[src/rtl/vga_fb_arbiter.sv]
// Framebuffer slot scheduler: display prefetch, optional clear engine, writer port.
// Define FB_CLEAR_EN to build the clear engine and its clr_* ports.
module vga_fb_arbiter #(
    parameter int H_DISPLAY = 640,
    parameter int H_TOTAL   = 800,
    parameter int V_DISPLAY = 480,
    parameter int V_TOTAL   = 524,
    parameter int WPL       = 40,
    parameter int AW        = 15
) (
    input  logic          clk,
    input  logic          reset,
    input  logic [9:0]    hpos,
    input  logic [9:0]    vpos,
    input  logic          display_on,
    output logic [AW-1:0] mem_addr,
    output logic          mem_we,
    output logic [15:0]   mem_wdata,
    input  logic [15:0]   mem_rdata,
    input  logic          wr_req,
    input  logic [AW-1:0] wr_addr,
    input  logic [15:0]   wr_data,
    output logic          wr_ack,
`ifdef FB_CLEAR_EN
    input  logic          clr_start,
    input  logic [15:0]   clr_data,
    output logic          clr_busy,
`endif
    output logic          pix_out
);

    localparam int FB_WORDS = V_DISPLAY * WPL;

    localparam logic [9:0] HD        = 10'(H_DISPLAY);
    localparam logic [9:0] HD_LAST   = 10'(H_DISPLAY - 1);
    localparam logic [9:0] HT_PRE    = 10'(H_TOTAL - 16);
    localparam logic [9:0] HT_LAST   = 10'(H_TOTAL - 1);
    localparam logic [9:0] VD        = 10'(V_DISPLAY);
    localparam logic [9:0] VT_LAST   = 10'(V_TOTAL - 1);
    localparam logic [9:0] FETCH_END = 10'((WPL - 1) * 16);

    localparam logic [AW-1:0] FBW     = AW'(FB_WORDS);
    localparam logic [AW-1:0] FB_LAST = AW'(FB_WORDS - 1);

    // line * 40 without a multiplier
    function automatic logic [AW-1:0] line_base(input logic [9:0] l);
        return AW'({l, 5'b0}) + AW'({l, 3'b0});
    endfunction

    logic [9:0]    next_line;
    logic          slot_word;
    logic          slot_line;
    logic          slot;
    logic [AW-1:0] fetch_addr;
    logic          busy;
    logic          clr_go;
    logic [AW-1:0] clr_waddr;
    logic [15:0]   clr_wdata;

    logic          slot_d;
    logic [15:0]   next_word;
    logic [15:0]   sr;
    logic          load;

    assign next_line = (vpos == VT_LAST) ? 10'd0 : vpos + 10'd1;

    assign slot_word = reset && (hpos[3:0] == 4'd0)
                     && (hpos < FETCH_END) && (vpos < VD);
    assign slot_line = reset && (hpos == HT_PRE) && (next_line < VD);
    assign slot      = slot_word | slot_line;

    assign fetch_addr = slot_line ? line_base(next_line)
                      : line_base(vpos) + AW'(hpos[9:4]) + AW'(1);

`ifdef FB_CLEAR_EN
    typedef enum logic {IDLE, CLEAR} clr_state_t;

    clr_state_t    state;
    logic [AW-1:0] clr_ptr;

    always_ff @(posedge clk) begin
        if (!reset) begin
            state    <= IDLE;
            clr_ptr  <= '0;
            clr_busy <= 1'b0;
        end else begin
            unique case (state)
                IDLE: begin
                    if (clr_start) begin
                        state    <= CLEAR;
                        clr_ptr  <= '0;
                        clr_busy <= 1'b1;
                    end
                end
                CLEAR: begin
                    if (!slot) begin
                        clr_ptr <= clr_ptr + AW'(1);
                        if (clr_ptr == FB_LAST) begin
                            state    <= IDLE;
                            clr_busy <= 1'b0;
                        end
                    end
                end
            endcase
        end
    end

    assign busy      = clr_busy;
    assign clr_go    = reset & clr_busy & ~slot;
    assign clr_waddr = clr_ptr;
    assign clr_wdata = clr_data;
`else
    assign busy      = 1'b0;
    assign clr_go    = 1'b0;
    assign clr_waddr = '0;
    assign clr_wdata = '0;
`endif

    assign wr_ack = wr_req & ~slot & ~busy & reset;

    // Out-of-range writer addresses are acked but never strobed.
    always_comb begin
        mem_addr  = '0;
        mem_we    = 1'b0;
        mem_wdata = '0;
        if (slot) begin
            mem_addr = fetch_addr;
        end else if (clr_go) begin
            mem_addr  = clr_waddr;
            mem_we    = 1'b1;
            mem_wdata = clr_wdata;
        end else if (wr_ack) begin
            mem_addr  = wr_addr;
            mem_we    = (wr_addr < FBW);
            mem_wdata = wr_data;
        end
    end

    assign load = ((hpos[3:0] == 4'hF) && (hpos < HD_LAST))
                || (hpos == HT_LAST);

    always_ff @(posedge clk) begin
        if (!reset) begin
            slot_d    <= 1'b0;
            next_word <= '0;
            sr        <= '0;
        end else begin
            slot_d <= slot;
            if (slot_d) begin
                next_word <= mem_rdata;
            end
            if (load) begin
                sr <= next_word;
            end else if (hpos < HD) begin
                sr <= {sr[14:0], 1'b0};
            end
        end
    end

    assign pix_out = sr[15] & display_on & reset;

endmodule

[config.mk]
export PLATFORM = sky130hd
export DESIGN_NAME = vga_fb_arbiter
export DESIGN_NICKNAME = d
export VERILOG_FILES = /design/src/rtl/vga_fb_arbiter.sv
export SDC_FILE = /design/constraint.sdc
export NUM_CORES = 1
export LEC_CHECK = 0
export BUFFER_PORTS_ARGS = -buffer_cell sky130_fd_sc_hd__buf_4
export CAP_MARGIN = 20
export CORE_UTILIZATION = 52
export CTS_CLUSTER_SIZE = 12
export DETAILED_ROUTE_END_ITERATION = 8
export GPL_ROUTABILITY_DRIVEN = 0
export PLACE_DENSITY = 0.92
export REMOVE_ABC_BUFFERS = 1
export SKIP_CTS_REPAIR_TIMING = 1
export SLEW_MARGIN = 20
export SYNTH_ARGS = -nofsm -noshare
export SYNTH_HDL_FRONTEND = slang
export SYNTH_SLANG_ARGS = --single-unit
[constraint.sdc]
create_clock -name clk -period 4.51 [get_ports clk]
set_input_delay 0.451 -clock clk [delete_from_list [all_inputs] [get_ports clk]]
set_output_delay 0.451 -clock clk [all_outputs]
set_load 0.05 [all_outputs]
### Yosys cells after proc, flatten, opt, wreduce, memory -nomap -nowiden

Index checks and enable logic that the tools add are counted.
W data, S select, Z words.

* ROM bits: 0
* flip-flop bits (word level): 33
* memories kept: 0
* input port bits: 71
* output and inout bits: 34
* bits in writable memories: 0
* latch bits: 0
* logic and storage cells: 43

* magnitude comparators: 6
* multiplexer cells: 10
* divide/modulo/power cells: 0
* bitwise operators: 6
* shifts and indexed selects: 0
* equality and inequality tests: 4
* reduce and logical (&&, ||, !) cells: 9
* $mul: 0
* add/sub/neg operators: 5

Operator list (number)
* $mux W16: 4
* $mux W15: 3
* $add A15 B13 Y15: 2
* $eq A10 B10 Y1 const B: 3
* $lt A10 B10 Y1 const B: 3
* $lt A10 B9 Y1 const B: 2
* $add A15 B1 Y15 const B: 1
* $add A15 B6 Y15: 1
* $lt A15 B15 Y1 const B: 1
* $add A10 B1 Y10 const B: 1
* $mux W10: 1
* $logic_and A1 B1 Y1: 6
* $and A1 B1 Y1: 4
* $eq A4 B4 Y1 const B: 1
* $logic_not A4 Y1: 1
* $mux W1: 2
* $reduce_bool A2 Y1: 1
* $logic_or A1 B1 Y1: 1
* $not A1 Y1: 1
* $or A1 B1 Y1: 1

### Logic depth before layout (Yosys ltp)

Gate-level depths: netlist of run 1.

* depth in word-level cells: 10
* depth in mapped cells: 14

### Worst setup path before layout of run 1

OpenSTA, ideal clock, no wires.

* path kind: input -> output
* start: input vpos[6]
* end: output mem_addr[12]
* data arrival time: 3691 ps
* cell stages on the path: 13
* path slack: 368 ps
* cells stage by stage: buf_6 or4_4 nor3_2 nor3b_2 or2_2 inv_1 ha_1 a211oi_1 nor2_1 o31ai_1 a21boi_0 xnor2_1 a21oi_1

* cells in the longest elaborated chain, start to end: 10

RTL lines
* start: declaration: RTL line 14 `input logic [9:0] vpos,`
* parallel branches: the longest is 9 deep, another holds $add A15 B13 Y15
* $mux W15 *: RTL line 126 `if (slot) begin`
* end: declaration: RTL line 16 `output logic [AW-1:0] mem_addr,`

Mark *: on every way between the ends.

### Worst setup path after layout of run 1

* start: input vpos[6]
* end: output mem_addr[10]

The elaborated chain is that of the path after synthesis.

==> metrics.log, run 1 <==
INFO  metric result_of_the_run = finished clean
INFO  metric placedCellCount = between 500 and 600
INFO  metric io_pins = approximately 110
INFO  metric regToRegEndpoint = next_word[13]
INFO  metric drive_above_1_share = ~29%
INFO  metric grt.overflow.total = 0
INFO  metric internal-power = approximately 0.64 mW
INFO  metric power_per_cell_area = around 230 mW/mm2
INFO  metric tritoncts = done
INFO  metric floorplan.rows = 28
INFO  metric clock_power_share = between 20 and 30%
INFO  metric pins_over_slew_limit = 0
INFO  metric via_per_inst = 5.91
INFO  metric logic_pwr_share = 39.0%
INFO  metric clock_insertion_delay_worst_skew = 290 ps
INFO  metric synth_unique_cells = 67
INFO  metric antenna_violations_before_repair = 0
INFO  metric global_route.usage.total = around 28%
INFO  metric critical_path_arrival = 3750 ps
INFO  metric fill_cells = approximately 460
INFO  metric floorplan.initialDensity = around 54%
INFO  metric grt_start_max_net_pins = 38
INFO  metric tns = 0 ps
INFO  metric setup_viol_count_final = 0
INFO  metric largest_buffer_count_on_any_clock_path = 2
INFO  metric fin_skew = 5.07 ps
INFO  metric max_freq = approximately 0.24 GHz
INFO  metric synthCells = ~360
INFO  metric crit_path_end = mem_addr[10]
INFO  metric diodes_inserted = 0
INFO  metric dpl-instance-area = ~0.0040 mm2
INFO  metric count_of_synthesis_stage_warnings_from_yosys = 0
INFO  metric detail_route.wl_per_cell = between 15 and 20 um
INFO  metric netlist_area = 0.00316 mm2
INFO  metric multi_input_comb_area = between 0.002 and 0.0025 mm2
INFO  metric ir_drop = between 0.15 and 0.2 mV
INFO  metric synth_top_cells_by_area = sky130_fd_sc_hd__dfxtp_1 21%, sky130_fd_sc_hd__ha_1 12%, sky130_fd_sc_hd__mux2i_1 10%, sky130_fd_sc_hd__o211a_1 5.1%, sky130_fd_sc_hd__nor2b_1 4.0%
INFO  metric critical_path.startpoint_type = input port
INFO  metric die_w = approximately 80 um
INFO  metric worst-path-max-fanout = 10
INFO  metric post-synth-top-area-cell = sky130_fd_sc_hd__dfxtp_1
INFO  metric total_switching_power = roughly 0.32 mW
INFO  metric drt_iter0_drc = ~150
INFO  metric max-slew-margin-rel = 31.0%
INFO  metric rsz0062_at_grt = false
INFO  metric wl = around 8500 um
INFO  metric post_synth.cell_area_avg = 8.74 um2
INFO  metric finalCriticalPeriod = 4200 ps
INFO  metric worst_setup_path_end_kind = primary output
INFO  metric worst-slew-pin-transition = between 1000 and 1500 ps
INFO  metric power.static_leakage = approximately 2.1 nW
INFO  metric h-tree-depth = 2
INFO  metric layout-area-overhead-vs-synth = 29.3%
INFO  metric core_area = about 0.0059 mm2
INFO  metric layout_common_cells = 106 x sky130_fd_sc_hd__buf_4, 33 x sky130_fd_sc_hd__mux2i_1, 33 x sky130_fd_sc_hd__dfxtp_1, 31 x sky130_fd_sc_hd__ha_1, 21 x sky130_fd_sc_hd__nand2_1
INFO  metric final_net_count = roughly 560
INFO  metric power.share.switching = 33.4%
INFO  metric design_area = approximately 0.0041 mm2
INFO  metric r2r_cells = 2
INFO  metric commonest_non_fill_non_tap_cell_in_the_layout = sky130_fd_sc_hd__buf_4
INFO  metric dr.pass1.iters = 5
INFO  metric final_antenna_net_count = 0
INFO  metric yosys.area.top_type_share = 20.9%
INFO  metric async_flop_share = 0%
INFO  metric first_pass_grt_wire_length = roughly 14000 um
INFO  metric number_of_enable_flip_flop_cells_after_synthesis = 0
INFO  metric max_cap_violations = 0
INFO  metric synth-main-ff-cell = sky130_fd_sc_hd__dfxtp_1
INFO  metric grt_pass1_vias = about 3100
INFO  metric crit_path_from = vpos[6]
INFO  metric detail_route.drc_violations = 0
INFO  metric port_buffers = between 100 and 150
INFO  metric critical_path_class = in2out
INFO  metric dp.final_hpwl = ~6500 um
INFO  metric vias = between 3000 and 4000
INFO  metric cts_made_buffers = 5
INFO  metric clk_transition_reported_paths = 70 ps
INFO  metric finish.cell_count_without_fillers = ~530
INFO  metric clockRootBuffer = sky130_fd_sc_hd__clkbuf_8
INFO  metric floorplan.die_area = about 0.0064 mm2
INFO  metric ff_latch_area = 661 um2
INFO  metric fin_crit_sh = between 90% and 100%
INFO  metric timing.final.hold_violations = 0
INFO  metric timing.critical_path.required = around 4100 ps
INFO  metric synth-seq-area-share = between 20% and 30%
INFO  metric seqPwrFrac = between 30 and 40%
INFO  metric cts_sinks = 33
INFO  metric worstReg2RegStart = slot_d
INFO  metric synth_seq_cells = 33
INFO  metric die_h = 80.0 um
INFO  metric reg2reg_setup_slack = roughly 3100 ps
INFO  metric path_type_of_the_worst_min_delay_path = in2reg
[synth_stat cells, drive strengths merged, types with 4 or more instances]
cell	count
inv	18
nor2b	20
buf	5
clkbuf	12
mux2i	33
nand2	22
o211a	16
ha	31
dfxtp	33
and3	4
a21o	8
nand4	5
xnor2	13
nand3	8
or2	5
and2	19
a21oi	9
xor2	9
o21ai	14
nor2	17
[stage by stage]
stage / hold slack [ps] / utilization (%) / worst slack, ps / total power [mW]
2_1_floorplan: 472 / - / 346 / 0.541
3_3_place_gp: 476 / 67.4 / 558 / 0.658
3_5_place_dp: 485 / 67.4 / 377 / 0.671
4_1_cts: 419 / 69.3 / 365 / 0.959
5_1_grt: 415 / 69.5 / 114 / 1.01
6_report: 422 / 69.5 / 309 / 0.960
[area by class of cell]
type	instances	area share (%)
multi-input cells	294	57.6
repair buffers	106	19.5
flip-flops and latches	33	16.2
well taps	75	2.29
clock buffers	7	2.11
inverters	18	1.65
clock inverters	1	0.734
[how the worst min path moves through the flow]
stage / slack, ps / cells past startpoint / start / to
after global routing: 410 / 3 / mem_rdata[1] / next_word[1]
after global placement: 480 / 1 / next_word[3] / sr[3]
after floorplan: 470 / 1 / next_word[10] / sr[10]
after CTS: 420 / 3 / mem_rdata[14] / next_word[14]
final: 420 / 3 / mem_rdata[1] / next_word[1]
after detailed placement: 480 / 1 / next_word[4] / sr[4]
[critical path, cell delays in order]
cell                        delay [ps]
sky130_fd_sc_hd__buf_4             160
sky130_fd_sc_hd__or4_4             520
sky130_fd_sc_hd__nor3_2            150
sky130_fd_sc_hd__nor3b_2           340
sky130_fd_sc_hd__or2_2             210
sky130_fd_sc_hd__inv_1              60
sky130_fd_sc_hd__ha_1              320
sky130_fd_sc_hd__a211oi_1          270
sky130_fd_sc_hd__nor2_1            120
sky130_fd_sc_hd__o31ai_1           420
sky130_fd_sc_hd__a21bo_2           280
sky130_fd_sc_hd__a2bb2oi_1         130
sky130_fd_sc_hd__o21ai_1           110
sky130_fd_sc_hd__buf_4             220
[power groups by stage]
stage	Combinational, mW	Sequential, mW	Clock [mW]
final	0.374	0.299	0.287
after global routing	0.408	0.299	0.301
after CTS	0.370	0.299	0.289
after detailed placement	0.366	0.306	0
after global placement	0.353	0.305	0
after floorplan	0.236	0.305	0
[state kept, by name, summed over array words and instances, names as in the netlist]
name       count
next_word     16
sr            16
slot_d         1
[logic make-up after synthesis]
group                    after synthesis  share of synthesized area, %
buffers and inverters                 35                          5.14
flip-flops                            33                          20.9
XOR/XNOR                              22                          6.09
multiplexers                          33                          10.4
AO/OA/AOI/OAI                         90                          22.8
AND/OR/NAND/NOR                      116                          21.1
adder cells (fa/ha/maj)               33                          13.5
[per-layer routing]
metal | share of wire, % | GRT usage, %
met5 | 0 | 0
met1 | 42 | 32.0
met3 | 5.7 | 4.00
met4 | 3.0 | 13.4
met2 | 49 | 49.7
No activity file was read; power rests on OpenSTA's default activity.
==> inputs of run 2 (changes only) <==
Settings changed: ABC_AREA set to 1, PLACE_DENSITY 0.92 to 0.91.
Clock period 4.51 ns to 4.2 ns, I/O delays scaled along.
==> run 2 against run 1 <==
- power increased by 4.5%
- largest power group unchanged
- count of clock-buffer cells in the layout unchanged
- synthesized cell count increased by 48%
- routed wire length increased by 12%
- area after synthesis increased by 3.5%
- combinational power increased by 17%
- critical endpoint is now mem_addr[13]
- critical path depth increased by 4
- via count increased by 21%
- global-route usage increased by 2.3 points
- worst setup slack improved by 250 ps
- final area increased by 2.0%
- clock power decreased by 18%
==> metrics.log, run 2 <==
INFO  metric number_of_enable_flip_flop_cells_after_synthesis = 0
INFO  metric synth_most_common_cell = sky130_fd_sc_hd__nand2_1
INFO  metric drive_above_1_share = a little over a fifth
INFO  metric io_pins = about 110
INFO  metric layout-area-overhead-vs-synth = 27.4%
INFO  metric port_buffers = 104
INFO  metric fin_crit_sh = between 80% and 90%
INFO  metric grt_start_max_net_pins = 32
INFO  metric grt.overflow.total = 0
INFO  metric dp.final_hpwl = around 7600 um
INFO  metric max_freq = 0.275 GHz
INFO  metric antenna_violations_before_repair = 0
INFO  metric die_h = 81.3 um
INFO  metric synth-simple-area-share = 35.0%
INFO  metric main_combinational_cell_family_by_area_after_synthesis = simple AND/OR/NAND/NOR gates
INFO  metric ir_drop = around 0.24 mV
INFO  metric layout_common_cells = 115 x sky130_fd_sc_hd__nand2_1, 104 x sky130_fd_sc_hd__buf_4, 85 x sky130_fd_sc_hd__inv_1, 69 x sky130_fd_sc_hd__nor2_1, 43 x sky130_fd_sc_hd__o21ai_0
INFO  metric max-slew-margin-rel = a little over two fifths
INFO  metric detail_route.drc_violations = 0
INFO  metric die_w = approximately 81 um
INFO  metric worst_setup_path_end_kind = primary output
INFO  metric vias = 3812
INFO  metric floorplan.rows = 28
INFO  metric synth_unique_cells = 35
INFO  metric final_net_count = 736
INFO  metric synth_top_cells_by_area = sky130_fd_sc_hd__dfxtp_1 20%, sky130_fd_sc_hd__nand2_1 13%, sky130_fd_sc_hd__ha_1 12%, sky130_fd_sc_hd__inv_1 9.7%, sky130_fd_sc_hd__nor2_1 7.9%
INFO  metric rsz0062_at_grt = false
INFO  metric worst-slew-pin-transition = 858 ps
INFO  metric via_per_inst = 5.39
INFO  metric setup_viol_count_final = 0
INFO  metric first_pass_grt_wire_length = ~16000 um
INFO  metric synth.top_cells.by_count = 115 x sky130_fd_sc_hd__nand2_1, 85 x sky130_fd_sc_hd__inv_1, 69 x sky130_fd_sc_hd__nor2_1
INFO  metric synth-adder-area-share = between 10% and 20%
INFO  metric max_cap_violations = 0
INFO  metric netlist_area = 0.00327 mm2
INFO  metric synth-seq-area-share = between 20 and 25%
INFO  metric critical_path_arrival = around 3200 ps
INFO  metric synth_area_in_compound_gates = about 16%
INFO  metric drt_iter0_drc = ~280
INFO  metric power.static_leakage = approximately 2.3 nW
INFO  metric worst-path-max-fanout = 7
INFO  metric power_per_cell_area = between 200 and 250 mW/mm2
INFO  metric critical_path.startpoint_type = input port
INFO  metric final_antenna_net_count = 0
INFO  metric largest_buffer_count_on_any_clock_path = 2
INFO  metric cts_sinks = 33
INFO  metric dp_worst_setup_slack = roughly 700 ps
INFO  metric fin_skew = 4.12 ps
INFO  metric wl = 9530 um
INFO  metric yosys.area.top_type_share = 20.2%
INFO  metric grt_pass1_vias = ~3600
INFO  metric synth_seq_cells = 33
INFO  metric post-synth-top-area-cell = sky130_fd_sc_hd__dfxtp_1
INFO  metric clk_transition_reported_paths = ~60 ps
INFO  metric cts_made_buffers = 5
INFO  metric h-tree-depth = 2
INFO  metric diodes_inserted = 0
INFO  metric result_of_the_run = finished clean
INFO  metric core_area = 0.00599 mm2
INFO  metric path_type_of_the_worst_min_delay_path = in2reg
INFO  metric synthCells = roughly 530
INFO  metric reg2reg_setup_slack = roughly 2800 ps
INFO  metric setup_slack = around 560 ps
INFO  metric tritoncts = done
INFO  metric timing.critical_path.required = around 3800 ps
INFO  metric count_of_synthesis_stage_warnings_from_yosys = 0
INFO  metric commonest_non_fill_non_tap_cell_in_the_layout = sky130_fd_sc_hd__nand2_1
INFO  metric async_flop_share = 0%
INFO  metric floorplan.die_area = around 0.0066 mm2
INFO  metric layout_top_registers = next_word (16), sr (16), slot_d (1)
INFO  metric synth-main-ff-cell = sky130_fd_sc_hd__dfxtp_1
INFO  metric finish.cell_count_without_fillers = about 710
INFO  metric detail_route.wl_per_cell = roughly 13 um
INFO  metric layout.core_utilization = 69.6%
INFO  metric post_synth.cell_area_avg = between 6 and 7 um2
INFO  metric critical_path_class = in2out
INFO  metric placedCellCount = 700
INFO  metric finalCriticalPeriod = 3640 ps
INFO  metric clockRootBuffer = sky130_fd_sc_hd__clkbuf_8
INFO  metric post_synth_mux_area_share = 0%
INFO  metric tns = 0 ps
INFO  metric global_route.usage.total = 30.1%
INFO  metric timing.final.hold_violations = 0
INFO  metric post_synth_xor_area_fraction = roughly 3.4%
INFO  metric design_power_total = between 1 and 1.5 mW
INFO  metric dr.pass1.iters = 7
INFO  metric floorplan.initialDensity = 54.6%
INFO  metric clock_insertion_delay_worst_skew = approximately 280 ps
INFO  metric pins_over_slew_limit = 0
## run 2: report_power, final
part / internal (mW) / total (mW) / switching [mW]
clock network: 0.130 / 0.235 / 0.105
registers: 0.326 / 0.331 / 0.00437
logic: 0.166 / 0.437 / 0.271
## run 2: logic make-up (layout without fill, tap and decap cells)
group,count (synthesis),after routing
simple gates,258,258
buf+inv,101,199
compound gates,97,97
fa+ha+maj,33,33
flops,33,33
xor+xnor,12,12
## run 2: metrics by stage
| step | area [um2] | hold WS [ps] |
|---|---|---|
| 6_report | 4170 | 360 |
| 5_1_grt | 4170 | 365 |
| 4_1_cts | 4170 | 355 |
| 3_5_place_dp | 4080 | 445 |
| 3_3_place_gp | 4080 | 439 |
| 2_1_floorplan | 3210 | 430 |
## run 2: metal layers
metal	routed length (um)	track usage (%)	up-vias
li1	-	-	1920
met1	3910	36.1	1712
met2	4710	50.7	150
met3	581	5.17	30
met4	333	15.9	0
met5	0	0	-
## run 2: final cells by class
type / instances / area, um2
clock buffer: 7 / 86.3
multi-input combinational: 400 / 2210
timing repair buffer: 104 / 781
fill: 517 / 1820
inverter: 88 / 333
sequential: 33 / 661
tap: 75 / 93.8
## run 2: final timing paths
check | depth (start not counted) | end | start
hold reg to reg | 2 | sr[13] | sr[13]
setup / recovery | 18 | mem_addr[13] | vpos[0]
setup reg to reg | 3 | next_word[15] | slot_d
hold / removal | 3 | next_word[5] | mem_rdata[5]
## run 2: worst max-delay path, cell delays in order
cell                      delay, ps
sky130_fd_sc_hd__buf_4          140
sky130_fd_sc_hd__ha_1           250
sky130_fd_sc_hd__nand2_1        120
sky130_fd_sc_hd__nor2_1          50
sky130_fd_sc_hd__nand4_1        120
sky130_fd_sc_hd__inv_1          100
sky130_fd_sc_hd__nor2_1         180
sky130_fd_sc_hd__ha_1           240
sky130_fd_sc_hd__inv_1           70
sky130_fd_sc_hd__fa_1           390
sky130_fd_sc_hd__o21ai_0        380
sky130_fd_sc_hd__nand2_1        150
sky130_fd_sc_hd__nand4_1        120
sky130_fd_sc_hd__nand4_1        100
sky130_fd_sc_hd__nand2_1         90
sky130_fd_sc_hd__nand2_1         50
sky130_fd_sc_hd__nand2_1         60
sky130_fd_sc_hd__buf_4          190
